==> src/rtl/mux_rr_arbiter.sv <==
// mux_rr_arbiter: two-requester round-robin arbiter driving a shared 1-bit mux.
//
// Ports:
//   clk        - single clock, all state updates on the rising edge
//   rst_n      - synchronous active-low reset
//   req_a      - requester A wants the shared output
//   req_b      - requester B wants the shared output
//   A          - requester A data bit
//   B          - requester B data bit
//   grant_a    - registered, A owns the output
//   grant_b    - registered, B owns the output
//   Select_bit - mux select, 0 = A, 1 = B
//   Out        - shared muxed data bit (0 while idle)
//   preempt    - one-cycle pulse coincident with a forced timeout hand-over
//
// Parameter TIMEOUT_CYCLES (2..255) sets the maximum consecutive grant cycles
// before the holder is forced to hand over to a waiting requester. The forced
// hand-over only exists when the macro MUX_ARB_TIMEOUT_EN is defined; otherwise
// preempt is tied low and TIMEOUT_CYCLES has no effect.

module mux_rr_arbiter #(
  parameter int unsigned TIMEOUT_CYCLES = 8
) (
  input  logic clk,
  input  logic rst_n,
  input  logic req_a,
  input  logic req_b,
  input  logic A,
  input  logic B,
  output logic grant_a,
  output logic grant_b,
  output logic Select_bit,
  output logic Out,
  output logic preempt
);

  typedef enum logic [1:0] {
    StIdle,
    StGntA,
    StGntB
  } state_e;

  state_e state_q, state_d;
  // 0 = A was granted last, 1 = B was granted last
  logic   last_grant_q, last_grant_d;
  logic   grant_a_q, grant_b_q;
  logic   preempt_q, preempt_d;
  logic   timeout_hit;
  logic   grant_entry;

  assign grant_entry = (state_d != state_q) && (state_d != StIdle);

`ifdef MUX_ARB_TIMEOUT_EN
  localparam logic [7:0] HoldLimit = 8'(TIMEOUT_CYCLES - 1);

  logic [7:0] hold_cnt_q, hold_cnt_d;

  assign timeout_hit = (hold_cnt_q == HoldLimit);

  always_comb begin
    hold_cnt_d = 8'd0;
    if (grant_entry) begin
      hold_cnt_d = 8'd0;
    end else if ((state_d == state_q) && (state_q != StIdle)) begin
      hold_cnt_d = (hold_cnt_q == 8'hff) ? hold_cnt_q : hold_cnt_q + 8'd1;
    end
  end

  always_ff @(posedge clk) begin
    if (!rst_n) begin
      hold_cnt_q <= 8'd0;
    end else begin
      hold_cnt_q <= hold_cnt_d;
    end
  end
`else
  logic unused_timeout_cycles;
  assign unused_timeout_cycles = ^TIMEOUT_CYCLES;
  assign timeout_hit = 1'b0;
`endif

  // Next-state: level-sensitive requests, round-robin tie-break in idle,
  // direct hand-over between grant states with no idle bubble.
  always_comb begin
    state_d   = state_q;
    preempt_d = 1'b0;
    unique case (state_q)
      StIdle: begin
        if (req_a && req_b) begin
          state_d = last_grant_q ? StGntA : StGntB;
        end else if (req_a) begin
          state_d = StGntA;
        end else if (req_b) begin
          state_d = StGntB;
        end
      end
      StGntA: begin
        if (timeout_hit && req_b) begin
          state_d   = StGntB;
          preempt_d = 1'b1;
        end else if (!req_a) begin
          state_d = req_b ? StGntB : StIdle;
        end
      end
      StGntB: begin
        if (timeout_hit && req_a) begin
          state_d   = StGntA;
          preempt_d = 1'b1;
        end else if (!req_b) begin
          state_d = req_a ? StGntA : StIdle;
        end
      end
      default: begin
        state_d = StIdle;
      end
    endcase
  end

  always_comb begin
    last_grant_d = last_grant_q;
    if (grant_entry) begin
      last_grant_d = (state_d == StGntB);
    end
  end

  // Grants and preempt are registered from the next state so they line up
  // exactly with state_q.
  always_ff @(posedge clk) begin
    if (!rst_n) begin
      state_q      <= StIdle;
      last_grant_q <= 1'b1;
      grant_a_q    <= 1'b0;
      grant_b_q    <= 1'b0;
      preempt_q    <= 1'b0;
    end else begin
      state_q      <= state_d;
      last_grant_q <= last_grant_d;
      grant_a_q    <= (state_d == StGntA);
      grant_b_q    <= (state_d == StGntB);
      preempt_q    <= preempt_d;
    end
  end

  assign grant_a    = grant_a_q;
  assign grant_b    = grant_b_q;
  assign preempt    = preempt_q;
  assign Select_bit = (state_q == StGntB);

  always_comb begin
    Out = 1'b0;
    unique case (state_q)
      StGntA:  Out = A;
      StGntB:  Out = B;
      default: Out = 1'b0;
    endcase
  end

endmodule

==> config.mk <==
export PLATFORM = sky130hd
export DESIGN_NAME = mux_rr_arbiter
export DESIGN_NICKNAME = d
export VERILOG_FILES = /design/src/rtl/mux_rr_arbiter.sv
export SDC_FILE = /design/constraint.sdc
export NUM_CORES = 1
export LEC_CHECK = 0
export ABC_AREA = 1
export CORE_AREA = 2 2 39 41
export DETAILED_ROUTE_END_ITERATION = 12
export DIE_AREA = 0 0 41 43
export SYNTH_ARGS = -nofsm -noshare
export SYNTH_HDL_FRONTEND = slang
export SYNTH_SLANG_ARGS = --single-unit
==> constraint.sdc <==
create_clock -name clk -period 2 [get_ports clk]
set_input_delay 0.2 -clock clk [delete_from_list [all_inputs] [get_ports clk]]
set_output_delay 0.2 -clock clk [all_outputs]
set_load 0.01 [all_outputs]
==> reports/qor.yml <==
finalSetupViolations: 0
yosys-top-cells-area: "dfxtp_1, nand2_1, ha_1"
drt_iter0_drc: 10
crit_chain: "inv_2 -> ha_1 -> clkdlybuf4s50_1"
hp-class: "register to register"
power.leakage_uw: 0.000275
cts.reportedPaths.clkPinSlew_ps: 50
cts_buffer_depth: 2
yosysSeqAreaShare_pct: 25.9
insertedDiodeCount: 0
ys.warnings.count: 0
critPathCaptureType: "output port"
crit_slowest_cell: "clkdlybuf4s50_1"
cts-root-buf: "clkbuf_4"
p_total_uw: 475
cts_sinks: 5
ant_nets: 0
syn_area_sq_um: 387
whs_endpoint: "last_grant_q"
dieArea_sq_mm: 0.00176
start_util_pct: 27.9
std_cell_rows: 14
fmax_mhz: 598
arrival_ps: 1470
synth_seq_cells: 5
dieWidth_um: 41
drive_gt1_share_pct: 20.0
ir_drop_mv: 0.321
cts_made_buffers: 3
worstSkewPairLatency_ps: 250
setup_tns_ps: 0
critPathTopFamily: "buffers and inverters"
grt_pass1_wl_mm: 1.40
final_cell_mix: "nand2_1, clkdlybuf4s50_1, inv_1"
place_congestion: 0.729
synth.distinct_cells: 15
hold_start: "last_grant_q"
power_density_mw_per_mm2: 913
r2r_slack_ps: 520
placed_cells_incl_taps: 82
timing.rr.start: "state_q[0]"
routed_via_density: 4.50
core_sq_mm: 0.00138
startpoint_type: "register"
dp_hpwl_um: 562
fin_skew_ps: 2.26
syn_inst: 58
worstPathRequired_ps: 1800
crit_fanout: 8
final_util_pct: 37.6
avgSynthCellArea_sq_um: 6.67
holdPathStages: 2
ioPinCount: 11
final-max-slew-violation-count: 0
htree_levels: 1
max_cap_viol_count: 0
grt_max_degree: 9
cts_hold_repair.buffers: 0
routedWlPerCell_um: 9.20
crit_type: "register to output port"
area_growth_pct: 34.6
synth_top_cell_by_area: "dfxtp_1"
drc: 0
portBuffers: 9
gr-total-overflow: 0
nets: 82
grt_pass1_vias: 352
rr_endpoint: "last_grant_q"
fin_crit_sh_pct: 83.6
rsz0062_at_grt: "false"
ff2ff_path_depth: 12
max_stage_delay_ps: 560
status: "completed"
layoutNonFillerInstCount: 86
wirelength_um: 791
vias: 387
antenna_found_initial: 0
crit_buf_inv: 2
grt_usage_pct: 12.1
synth_top_area_share_pct: 25.9
drt-pass1-iter-count: 4
min_period_ps: 1670
die_h_um: 43
cts_tree: "built"
final_common_cell: "nand2_1"
synth_nets: 69
final-hold-violation-count: 0
## cells by family (layout without fill, tap and decap cells)
logic type	after synthesis	in the layout	synth area share (%)
compound gates	3	3	5.18
fa+ha+maj	5	5	16.2
buf+inv	10	22	10.7
flops	5	5	25.9
other cells	1	1	0.970
simple gates	34	34	41.1
## layout make-up
type	count	area, sq um
clock buffers	4	26.3
fillers	142	863
inverters	9	33.8
multi-input cells	43	245
flip-flops and latches	5	103
well taps	16	20.0
repair buffers	9	92.6
## through the flow
step | setup slack, ps | hold WS (ps) | cell area (sq um)
after floorplan | 539 | 346 | 387
after global placement | 263 | 463 | 489
after detailed placement | 249 | 472 | 489
after CTS | 64.4 | 483 | 518
after global routing | 259 | 501 | 520
final | 328 | 475 | 520
## metal layers
metal	wire length [um]	vias up	global-route usage [%]
met5	0	-	0
met4	23	0	10.0
met3	60	3	1.57
met2	375	16	17.2
met1	332	167	15.3
li1	-	201	-
## what timing repair did
item | 4_1_cts | 5_1_grt
setup buffers | 0 | 0
resized for setup | 2 | 1
gates cloned | 0 | 0
setup endpoints to repair | 1 | 1
## flip-flops by register name, indices dropped and copies added (netlist names)
| signal | cells |
|---|---|
| grant_a | 1 |
| grant_b | 1 |
| last_grant_q | 1 |
| state_q | 2 |
## tightest hold or removal path, delay by kind of cell (launching register included)
kind | cells | cell delay, ps
simple gates | 2 | 120
flops | 1 | 310
## synthesized netlist by cell type
cell type   n
nand2_1    19
nand3_2     2
ha_1        5
nor2_1      2
nor3_1      2
o211ai_1    1
inv_2       3
a21boi_0    1
inv_1       6
o21ai_1     1
buf_4       1
dfxtp_1     5
conb_1      1
nand2_2     4
nand3_1     5
## power by group
part           internal, uW  switching, uW  total (uW)
clock network          76.0           49.7         126
registers               126           23.4         149
logic                  88.8            112         200
## how the worst max path moves through the flow
stage	cells past startpoint	slack, ps	startpoint	end
after detailed placement	4	250	state_q[0]	Out
after floorplan	12	540	state_q[0]	last_grant_q
after CTS	4	60	state_q[0]	Out
final	3	330	state_q[0]	Select_bit
after global routing	3	260	state_q[0]	Select_bit
after global placement	4	260	state_q[0]	Out
(Power assumes the default switching activity.)
